--- config.mk ---
export PLATFORM = sky130hd
export DESIGN_NAME = wb_irq_bus_arbiter_flat
export DESIGN_NICKNAME = d
export VERILOG_FILES = /design/src/rtl/wb_irq_bus_arbiter_if.sv /design/src/rtl/wb_irq_bus_arbiter.sv /design/src/flat_wrapper.sv
export SDC_FILE = /design/constraint.sdc
export NUM_CORES = 1
export LEC_CHECK = 0
export ABC_AREA = 1
export BUFFER_PORTS_ARGS = -buffer_cell sky130_fd_sc_hd__clkbuf_2
export CORE_AREA = 2 2 122 124
export CTS_BUF_LIST = sky130_fd_sc_hd__clkbuf_8
export DETAILED_ROUTE_END_ITERATION = 10
export DIE_AREA = 0 0 124 126
export GPL_TIMING_DRIVEN = 0
export PLACE_DENSITY = 0.49
export REMOVE_ABC_BUFFERS = 1
export SLEW_MARGIN = 5
export SYNTH_ARGS = -nofsm -noshare
export SYNTH_HDL_FRONTEND = slang
export SYNTH_SLANG_ARGS = --single-unit
--- constraint.sdc ---
create_clock -name clk -period 2 [get_ports clk]
set_input_delay 0.2 -clock clk [delete_from_list [all_inputs] [get_ports clk]]
set_output_delay 0.2 -clock clk [all_outputs]
set_load 0.02 [all_outputs]
--- src/rtl/wb_irq_bus_arbiter_if.sv ---
// Bus bundle between the core-side Wishbone masters, the arbiter and the shared
// interrupt-controller register port. Modport master is the arbiter's view, slave the environment's.
interface wb_irq_bus_arbiter_if #(
  parameter int CORE_NUM = 2,
  parameter int AW       = 32,
  parameter int DW       = 32
);
  logic [CORE_NUM-1:0]        m_cyc_i;
  logic [CORE_NUM-1:0]        m_stb_i;
  logic [CORE_NUM-1:0]        m_we_i;
  logic [CORE_NUM*AW-1:0]     m_addr_i;
  logic [CORE_NUM*DW-1:0]     m_wdata_i;
  logic [CORE_NUM*DW/8-1:0]   m_sel_i;
  logic [CORE_NUM-1:0]        m_ack_o;
  logic [CORE_NUM-1:0]        m_err_o;
  logic [CORE_NUM*DW-1:0]     m_rdata_o;
  logic                       s_cyc_o;
  logic                       s_stb_o;
  logic                       s_we_o;
  logic [AW-1:0]              s_addr_o;
  logic [DW-1:0]              s_wdata_o;
  logic [DW/8-1:0]            s_sel_o;
  logic                       s_ack_i;
  logic [DW-1:0]              s_rdata_i;
  logic [CORE_NUM-1:0]        grant_o;

  modport master (
    input  m_cyc_i, m_stb_i, m_we_i, m_addr_i, m_wdata_i, m_sel_i, s_ack_i, s_rdata_i,
    output m_ack_o, m_err_o, m_rdata_o, s_cyc_o, s_stb_o, s_we_o, s_addr_o, s_wdata_o,
           s_sel_o, grant_o
  );

  modport slave (
    output m_cyc_i, m_stb_i, m_we_i, m_addr_i, m_wdata_i, m_sel_i, s_ack_i, s_rdata_i,
    input  m_ack_o, m_err_o, m_rdata_o, s_cyc_o, s_stb_o, s_we_o, s_addr_o, s_wdata_o,
           s_sel_o, grant_o
  );
endinterface

--- src/rtl/wb_irq_bus_arbiter.sv ---
// Round-robin, bus-locking arbiter sharing one Wishbone slave port between CORE_NUM masters.
// Define WB_ARB_TIMEOUT_EN to add the no-ack timeout counter and the ABORT state.
module wb_irq_bus_arbiter #(
  parameter int CORE_NUM       = 2,
  parameter int AW             = 32,
  parameter int DW             = 32,
  parameter int TIMEOUT_CYCLES = 16
) (
  input logic                  clk,
  input logic                  rst,
  wb_irq_bus_arbiter_if.master bus
);
  localparam int IW = (CORE_NUM > 1) ? $clog2(CORE_NUM) : 1;
  localparam int SW = DW / 8;

`ifdef WB_ARB_TIMEOUT_EN
  localparam int CW = $clog2(TIMEOUT_CYCLES + 1);
  typedef enum logic [1:0] {IDLE = 2'd0, BUSY = 2'd1, ABORT = 2'd2} state_t;
  logic [CW-1:0] to_cnt;
`else
  typedef enum logic [0:0] {IDLE = 1'b0, BUSY = 1'b1} state_t;
`endif

  state_t              state;
  logic [CORE_NUM-1:0] grant;
  logic [IW-1:0]       gnt_idx;
  logic [IW-1:0]       last_grant;
  logic [IW-1:0]       rr_idx;
  logic [IW-1:0]       cand;
  logic                rr_hit;
  logic                cyc_g;
  logic                stb_g;
  logic                busy;

  assign cyc_g = bus.m_cyc_i[gnt_idx];
  assign stb_g = bus.m_stb_i[gnt_idx];
  // Reset gates the datapath immediately so no beat leaks through the reset edge.
  assign busy  = (state == BUSY) && !rst;

  // Round-robin search starting just after the last granted master.
  always_comb begin
    rr_idx = last_grant;
    rr_hit = 1'b0;
    cand   = last_grant;
    for (int i = 1; i <= CORE_NUM; i++) begin
      cand = IW'((int'(last_grant) + i) % CORE_NUM);
      if (!rr_hit && bus.m_cyc_i[cand]) begin
        rr_hit = 1'b1;
        rr_idx = cand;
      end else begin
        rr_hit = rr_hit;
      end
    end
  end

  assign bus.s_cyc_o   = busy & cyc_g;
  assign bus.s_stb_o   = busy & stb_g;
  assign bus.s_we_o    = busy & bus.m_we_i[gnt_idx];
  assign bus.s_addr_o  = busy ? bus.m_addr_i[gnt_idx*AW +: AW] : {AW{1'b0}};
  assign bus.s_wdata_o = busy ? bus.m_wdata_i[gnt_idx*DW +: DW] : {DW{1'b0}};
  assign bus.s_sel_o   = busy ? bus.m_sel_i[gnt_idx*SW +: SW] : {SW{1'b0}};
  assign bus.grant_o   = grant;

  // Slave response routed to the granted master only; error flagged while aborting.
  always_comb begin
    bus.m_ack_o   = {CORE_NUM{1'b0}};
    bus.m_err_o   = {CORE_NUM{1'b0}};
    bus.m_rdata_o = {(CORE_NUM*DW){1'b0}};
    if (busy) begin
      bus.m_ack_o[gnt_idx]              = bus.s_ack_i;
      bus.m_rdata_o[gnt_idx*DW +: DW]   = bus.s_rdata_i;
    end else begin
`ifdef WB_ARB_TIMEOUT_EN
      if ((state == ABORT) && !rst) begin
        bus.m_err_o[gnt_idx] = 1'b1;
      end else begin
        bus.m_err_o = {CORE_NUM{1'b0}};
      end
`else
      bus.m_err_o = {CORE_NUM{1'b0}};
`endif
    end
  end

  // Arbitration FSM with registered grant; the grant holds until the owner drops cyc.
  always_ff @(posedge clk) begin
    if (rst) begin
      state      <= IDLE;
      grant      <= {CORE_NUM{1'b0}};
      gnt_idx    <= {IW{1'b0}};
      last_grant <= IW'(CORE_NUM - 1);
`ifdef WB_ARB_TIMEOUT_EN
      to_cnt     <= {CW{1'b0}};
`endif
    end else begin
      case (state)
        IDLE: begin
          if (rr_hit) begin
            state      <= BUSY;
            grant      <= CORE_NUM'(1'b1) << rr_idx;
            gnt_idx    <= rr_idx;
            last_grant <= rr_idx;
          end else begin
            grant      <= {CORE_NUM{1'b0}};
          end
        end
        BUSY: begin
          if (!cyc_g) begin
            state  <= IDLE;
            grant  <= {CORE_NUM{1'b0}};
`ifdef WB_ARB_TIMEOUT_EN
            to_cnt <= {CW{1'b0}};
          end else if (stb_g && !bus.s_ack_i) begin
            if (to_cnt == CW'(TIMEOUT_CYCLES - 1)) begin
              state  <= ABORT;
              to_cnt <= {CW{1'b0}};
            end else begin
              to_cnt <= to_cnt + CW'(1);
            end
          end else begin
            to_cnt <= {CW{1'b0}};
`else
          end else begin
            state <= BUSY;
`endif
          end
        end
`ifdef WB_ARB_TIMEOUT_EN
        ABORT: begin
          if (!cyc_g) begin
            state <= IDLE;
            grant <= {CORE_NUM{1'b0}};
          end else begin
            state <= ABORT;
          end
        end
`endif
        default: begin
          state <= IDLE;
          grant <= {CORE_NUM{1'b0}};
        end
      endcase
    end
  end
endmodule

--- src/flat_wrapper.sv ---
// flat-port wrapper written by rule: the top's interface ports become plain ports
module wb_irq_bus_arbiter_flat 
#(
  parameter int CORE_NUM       = 2,
  parameter int AW             = 32,
  parameter int DW             = 32,
  parameter int TIMEOUT_CYCLES = 16
)
  (clk, rst, bus_m_cyc_i, bus_m_stb_i, bus_m_we_i, bus_m_addr_i, bus_m_wdata_i, bus_m_sel_i, bus_s_ack_i, bus_s_rdata_i, bus_m_ack_o, bus_m_err_o, bus_m_rdata_o, bus_s_cyc_o, bus_s_stb_o, bus_s_we_o, bus_s_addr_o, bus_s_wdata_o, bus_s_sel_o, bus_grant_o);
  wb_irq_bus_arbiter_if #(.CORE_NUM(CORE_NUM), .AW(AW), .DW(DW)) bus_i ();
  input logic clk;
  input logic rst;
  input wire logic [$bits(bus_i.m_cyc_i)-1:0] bus_m_cyc_i;
  input wire logic [$bits(bus_i.m_stb_i)-1:0] bus_m_stb_i;
  input wire logic [$bits(bus_i.m_we_i)-1:0] bus_m_we_i;
  input wire logic [$bits(bus_i.m_addr_i)-1:0] bus_m_addr_i;
  input wire logic [$bits(bus_i.m_wdata_i)-1:0] bus_m_wdata_i;
  input wire logic [$bits(bus_i.m_sel_i)-1:0] bus_m_sel_i;
  input wire logic [$bits(bus_i.s_ack_i)-1:0] bus_s_ack_i;
  input wire logic [$bits(bus_i.s_rdata_i)-1:0] bus_s_rdata_i;
  output wire logic [$bits(bus_i.m_ack_o)-1:0] bus_m_ack_o;
  output wire logic [$bits(bus_i.m_err_o)-1:0] bus_m_err_o;
  output wire logic [$bits(bus_i.m_rdata_o)-1:0] bus_m_rdata_o;
  output wire logic [$bits(bus_i.s_cyc_o)-1:0] bus_s_cyc_o;
  output wire logic [$bits(bus_i.s_stb_o)-1:0] bus_s_stb_o;
  output wire logic [$bits(bus_i.s_we_o)-1:0] bus_s_we_o;
  output wire logic [$bits(bus_i.s_addr_o)-1:0] bus_s_addr_o;
  output wire logic [$bits(bus_i.s_wdata_o)-1:0] bus_s_wdata_o;
  output wire logic [$bits(bus_i.s_sel_o)-1:0] bus_s_sel_o;
  output wire logic [$bits(bus_i.grant_o)-1:0] bus_grant_o;
  assign bus_i.m_cyc_i = bus_m_cyc_i;
  assign bus_i.m_stb_i = bus_m_stb_i;
  assign bus_i.m_we_i = bus_m_we_i;
  assign bus_i.m_addr_i = bus_m_addr_i;
  assign bus_i.m_wdata_i = bus_m_wdata_i;
  assign bus_i.m_sel_i = bus_m_sel_i;
  assign bus_i.s_ack_i = bus_s_ack_i;
  assign bus_i.s_rdata_i = bus_s_rdata_i;
  assign bus_m_ack_o = bus_i.m_ack_o;
  assign bus_m_err_o = bus_i.m_err_o;
  assign bus_m_rdata_o = bus_i.m_rdata_o;
  assign bus_s_cyc_o = bus_i.s_cyc_o;
  assign bus_s_stb_o = bus_i.s_stb_o;
  assign bus_s_we_o = bus_i.s_we_o;
  assign bus_s_addr_o = bus_i.s_addr_o;
  assign bus_s_wdata_o = bus_i.s_wdata_o;
  assign bus_s_sel_o = bus_i.s_sel_o;
  assign bus_grant_o = bus_i.grant_o;
  wb_irq_bus_arbiter #(.CORE_NUM(CORE_NUM), .AW(AW), .DW(DW), .TIMEOUT_CYCLES(TIMEOUT_CYCLES)) u_core (.clk(clk), .rst(rst), .bus(bus_i));
endmodule
==> impl_metrics.ini, run 1 <==
[outcome]
outcome = complete, no violations

[floorplanning]
die_h_um = 126
boundaryPins = 318
initial_core_util_pct = 11.4
row_count = 44
dieArea_um2 = 15600
core_area_um2 = 14300
die_w_um = 124

[place]
post_dp_cell_area_um2 = 3330
io_buffers = 315
hpwl_mm = 7.93
place_inst = 843
finalWeightedCongestion = 0.749

[detailed_routing]
routed_wl_mm = 11.3
vias_per_cell = 3.89
vias = 3364
firstDrtPassIters = 4
final_antenna_net_count = 0
first_iter_violations = 69
drc = 0
post_drt_wl_per_cell_um = 13.1

[grt]
grt_first_pass_wirelength_mm = 15.5
groute.usage.overall_pct = 13.1
grt_max_degree = 53
antenna_found_initial = 0
grt_pass1_vias = 2898
overflow = 0

[setup_path]
worstRegToRegCells = 6
path_cells = inv_2 -> nor2_8 -> buf_4 -> o21ai_0 -> nor2_1 -> clkbuf_2
crit_slowest_cell = dfxtp_1
arrival_ns = 1.66
path_class = reg2out
cp.required_ns = 1.80
worstSetupStartpointType = register
slowest_delay_ns = 0.41
crit_path_end_kind = primary output
crit_fanout = 6

[cells_and_area]
diodes = 0
final-instance-count-excl-fill = 865
final_common_cell = clkbuf_2
drive_above_1_share_pct = 50.5
layout_common_cells = clkbuf_2, nor2_1, o21ai_1, o21ai_0, inv_1
fin_area_um2 = 3620
syn_to_final_growth_pct = 122
final_nets = 859
fillerInstances = 1674
fin_util_pct = 25.3

[clocking]
cts_hold_buf = 0
cts_num_sinks = 5
cts_buffers = 3
cts_tree = yes
htreeDepth = 1
clk_latency_ns = 0.22
cts_buffer_depth = 2
cts.clk_slew.worst_paths_ns = 0.04
root_buffer = clkbuf_8

[power_and_ir_drop]
p_leak_nw = 2.33
vdd_drop_max_uv = 191
power_density_nw_per_um2 = 305

[job]
cap_violations = 0

[sta]
fin_hold_ws_ns = 0.345
min_period_over_period_pct = 92.8
fin_tns_setup_ns = 0
skew_ns = 0.00124
rsz0062_at_grt = no
min_period_ns = 1.86
fmax_mhz = 539
report.final.slew_viol_count = 0
finalHoldViolCount = 0
finalSetupViolations = 0

[yosys]
yosysSeqAreaShare_pct = 6.14
syn_area_per_cell_um2 = 4.38
syn-cell-area_um2 = 1630
postSynthCellCount = 372
synth.distinct_cells = 19
yosys_warnings = 0
synth_seq_cells = 5

[worst_hold_path]
hold_path_depth = 4
hold_path_class = in2reg
## metal layers
layer	wire length (µm)	track usage, %	vias up	part of all wire, %
li1	-	-	1756	-
met4	99	2.25	0	0.87
met3	873	1.22	6	7.7
met2	6030	27.0	193	53
met5	0	0	-	0
met1	4340	14.0	1409	38
## power breakdown
| group | internal, mW | total, mW | leakage [nW] | switching [mW] |
|---|---|---|---|---|
| logic | 0.320 | 0.800 | 2.26 | 0.480 |
| clock network | 0.132 | 0.184 | 0.0269 | 0.0521 |
| registers | 0.109 | 0.122 | 0.0421 | 0.0130 |
## cell type report
cell class,count,area [µm²],area share [%]
multi-input cells,306,1310,36.2
well taps,184,230,6.36
clock buffers,3,41.3,1.14
clock inverters,1,3.75,0.104
flip-flops and latches,5,104,2.87
inverters,35,144,3.97
repair buffers,331,1790,49.4
## critical path: cells and delay by family, from the launching register on
family | cells | cell delay [ns]
flops | 1 | 0.41
simple gates | 2 | 0.38
buf+inv | 3 | 0.55
compound gates | 1 | 0.08
## repair_timing
action                     in CTS  in global routing
pin swaps                       2                  4
resized for setup               6                  3
setup endpoints to repair     140                 64
buffers inserted                5                 10
gates cloned                    3                  0
## stage by stage
stage          setup slack [ns]  power, mW
5_1_grt                 0.00338       1.20
3_5_place_dp             -0.683      0.835
4_1_cts                 0.00781       1.09
6_report                  0.144       1.11
3_3_place_gp              -4.95      0.837
2_1_floorplan             -2.23      0.488
## cell families (layout without fill, tap and decap cells)
| family | count (synthesis) | after routing | share of synthesized area, % |
|---|---|---|---|
| AO/OA/AOI/OAI | 77 | 77 | 23.8 |
| buffers and inverters | 65 | 370 | 16.5 |
| other | 1 | 2 | 0.230 |
| AND/OR/NAND/NOR | 224 | 227 | 53.3 |
| flip-flops | 5 | 5 | 6.14 |
## final timing paths
path | startpoint | endpoint | slack (ns)
worst max-delay path | u_core.state$_SDFF_PP0_ | bus_s_addr_o[9] | 0.14
worst max register to register | u_core.gnt_idx$_SDFFE_PP0P_ | u_core.state$_SDFF_PP0_ | 0.74
worst min register to register | u_core.bus.grant_o[0]$_SDFFE_PP0P_ | u_core.bus.grant_o[0]$_SDFFE_PP0P_ | 0.48
worst min-delay path | bus_m_cyc_i[1] | u_core.bus.grant_o[0]$_SDFFE_PP0P_ | 0.34
## registers in the layout (all words and copies together), names as in the netlist
signal	cells
u_core.bus.grant_o	2
u_core.gnt_idx	1
u_core.last_grant	1
u_core.state	1
## synth_stat cells, drive strengths merged
cell / number / area share [%]
a21boi: 1 / 0.46
a21oi: 4 / 1.2
buf: 23 / 6.8
clkbuf: 7 / 1.6
clkinv: 1 / 0.23
conb: 1 / 0.23
dfxtp: 5 / 6.1
inv: 34 / 7.8
nand2: 11 / 2.8
nand3: 2 / 0.61
nand3b: 1 / 0.46
nor2: 210 / 49
o21ai: 72 / 22
(Power assumes the default switching activity.)
==> run 2, diff against run 1 <==
Settings changed: ABC_AREA 1 to not set, CORE_AREA 2 2 122 124 to 2 2 123 125, DIE_AREA 0 0 124 126 to 0 0 125 127, PLACE_DENSITY 0.49 to 0.47, TNS_END_PERCENT set to 30.
Clock period 2 ns to 1.95 ns, I/O delays scaled along.
==> run 2 against run 1 <==
Clock skew is 0.0017 ns higher. Synthesized cell count is 50% lower. Synthesized area is 10% lower. Clock power is 2% higher. Critical path depth stayed put. Sequential share of layout area is 0.22 points higher. Non-clock buffer count is 3 lower. Count of clock-buffer cells in the layout stayed put. Sequential cell count stayed put.
==> impl_metrics.ini, run 2 <==
[yosys]
synth_seq_cells = 5
postSynthCellCount = 186
synth_edf_count = 0
synth_top_area_share_pct = 41.8
ys_async_sr_fraction_pct = 0
yosys_warnings = 0
ys.flop_type = dfxtp_1
yosysMostFrequentCell = a22o_1
synthTopCellsByCount = a22o_1, and2_1, buf_6
syn_area_per_cell_um2 = 7.88
syn-cell-area_um2 = 1470
yosysSeqAreaShare_pct = 6.83
synth_largest_area_cell = a22o_1
synth.distinct_cells = 25
synthTopCellsByArea = a22o_1, and2_1, buf_6, dfxtp_1, buf_4

[cells_and_area]
final_nets = 674
fin_area_um2 = 3330
final-instance-count-excl-fill = 680
layout_common_cells = clkbuf_2, a22o_1, and2_1, buf_12, buf_4
drive_above_1_share_pct = 68.1
syn_to_final_growth_pct = 127
largest_register_ffs = 2
diodes = 0
final_common_cell = clkbuf_2

[detailed_routing]
firstDrtPassIters = 4
vias_per_cell = 3.79
routed_wl_mm = 9.07
first_iter_violations = 94
final_antenna_net_count = 0
post_drt_wl_per_cell_um = 13.3
vias = 2575
drc = 0

[floorplanning]
core_area_um2 = 14400
initial_core_util_pct = 10.2
die_w_um = 125
die_h_um = 127
dieArea_um2 = 15900
boundaryPins = 318
row_count = 44

[worst_hold_path]
hold_path_startpoint = rst
hold_path_class = in2reg
min_to = u_core.gnt_idx$_SDFFE_PP0P_
hold_path_depth = 2

[sta]
skew_ns = 0.00290
layout_setup_ws_ns = 0.117
fmax_mhz = 545
rsz0062_at_grt = no
min_period_ns = 1.83
fin_hold_ws_ns = 0.210
finalHoldViolCount = 0
finalSetupViolations = 0
report.final.slew_viol_count = 0
min_period_over_period_pct = 94.0

[clocking]
htreeDepth = 1
cts.clk_slew.worst_paths_ns = 0.04
cts_buffer_depth = 2
cts_num_sinks = 5
root_buffer = clkbuf_8
cts_buffers = 3
clk_latency_ns = 0.22
cts_tree = yes

[place]
post_dp_cell_area_um2 = 3160
dp_slack_ns = -0.00981
place_inst = 666
hpwl_mm = 7.54
finalWeightedCongestion = 0.785
io_buffers = 315

[setup_path]
crit_slowest_cell = dfxtp_2
path_cells = nand2b_2 -> nor2_4 -> buf_12 -> bufbuf_16 -> a22o_1 -> clkbuf_2
crit_path_end_kind = primary output
worstSetupStartpointType = register
r2r-end = u_core.bus.grant_o[0]$_SDFFE_PP0P_
crit_family = buffers and inverters
crit_fanout = 20
path_class = reg2out
worstReg2RegStart = u_core.gnt_idx$_SDFFE_PP0P_
cp.required_ns = 1.75
slowest_delay_ns = 0.37
worstRegToRegCells = 3
arrival_ns = 1.64
rrSetupSlack_ns = 0.89
path_buf_inv = 3

[grt]
overflow = 0
grt_max_degree = 47
grt_first_pass_wirelength_mm = 12.9
antenna_found_initial = 0
groute.usage.overall_pct = 9.85
grt_pass1_vias = 2198

[job]
cap_violations = 0

[power_and_ir_drop]
p_leak_nw = 2.02
vdd_drop_max_uv = 328
power_density_nw_per_um2 = 285
p_total_mw = 0.948

[outcome]
outcome = complete, no violations
## run 2: changes by cell type after synthesis, moves of 11 or more
| cell | previous run | this run |
|---|---|---|
| nor2_1 | 209 | 3 |
| a22o_1 | 0 | 70 |
| and2_1 | 0 | 66 |
| o21ai_1 | 38 | 0 |
| o21ai_0 | 34 | 0 |
| inv_1 | 33 | 1 |
| buf_6 | 0 | 13 |
| buf_2 | 14 | 3 |
## run 2: routing by layer
layer  GRT usage (%)  share of wire, %
met1            14.0                43
met3            1.13               6.7
met5               0                 0
met2            16.7                51
met4           0.784              0.21
## run 2: worst register-to-register path: stages, from the launching register on
cell	delay, ns
dfxtp_2	0.43
mux2i_1	0.25
nor2_1	0.09
a21o_1	0.18
## run 2: how the worst max path moves through the flow
| stage | from | endpoint | cells past startpoint |
|---|---|---|---|
| final | u_core.state$_SDFF_PP0_ | bus_s_addr_o[30] | 6 |
| after CTS | u_core.state$_SDFF_PP0_ | bus_s_wdata_o[26] | 6 |
| after global routing | u_core.state$_SDFF_PP0_ | bus_s_addr_o[17] | 6 |
| after floorplan | u_core.state$_SDFF_PP0_ | bus_s_addr_o[0] | 3 |
| after global placement | rst | bus_s_wdata_o[25] | 5 |
| after detailed placement | rst | bus_s_wdata_o[25] | 6 |
## run 2: logic make-up after synthesis
family                 synth area share (%)
AOI/OAI and AO/OA                      45.6
and+or+nand+nor                        31.8
buffers and inverters                  14.8
DFF                                    6.83
muxes                                 0.683
other                                 0.256
## run 2: timing repair
item | in CTS | in global routing
endpoints found under the setup margin | 113 | 70
buffers inserted | 8 | 0
resized for setup | 0 | 2
hold buffers | 0 | 0
gates cloned | 2 | 0
pin swaps | 2 | 0
## run 2: cell type report
cell class | count | area, µm²
inverters | 2 | 7.51
multi-input cells | 157 | 1170
clock buffers | 3 | 41.3
fillers | 1619 | 11100
well taps | 184 | 230
clock inverters | 1 | 3.75
flip-flops and latches | 5 | 103
repair buffers | 328 | 1770
## run 2: power by group
part / total [mW] / internal, mW / switching, mW / leakage, nW
clock network: 0.188 / 0.135 / 0.0524 / 0.0269
logic: 0.639 / 0.305 / 0.334 / 1.95
registers: 0.122 / 0.111 / 0.0106 / 0.0420
## run 2: per-stage QoR
stage	utilization, %	setup TNS, ns
2_1_floorplan	-	-122.45
3_3_place_gp	21.3	-302.18
3_5_place_dp	21.9	-0.00981
4_1_cts	23.1	0
5_1_grt	23.1	0
6_report	23.1	0
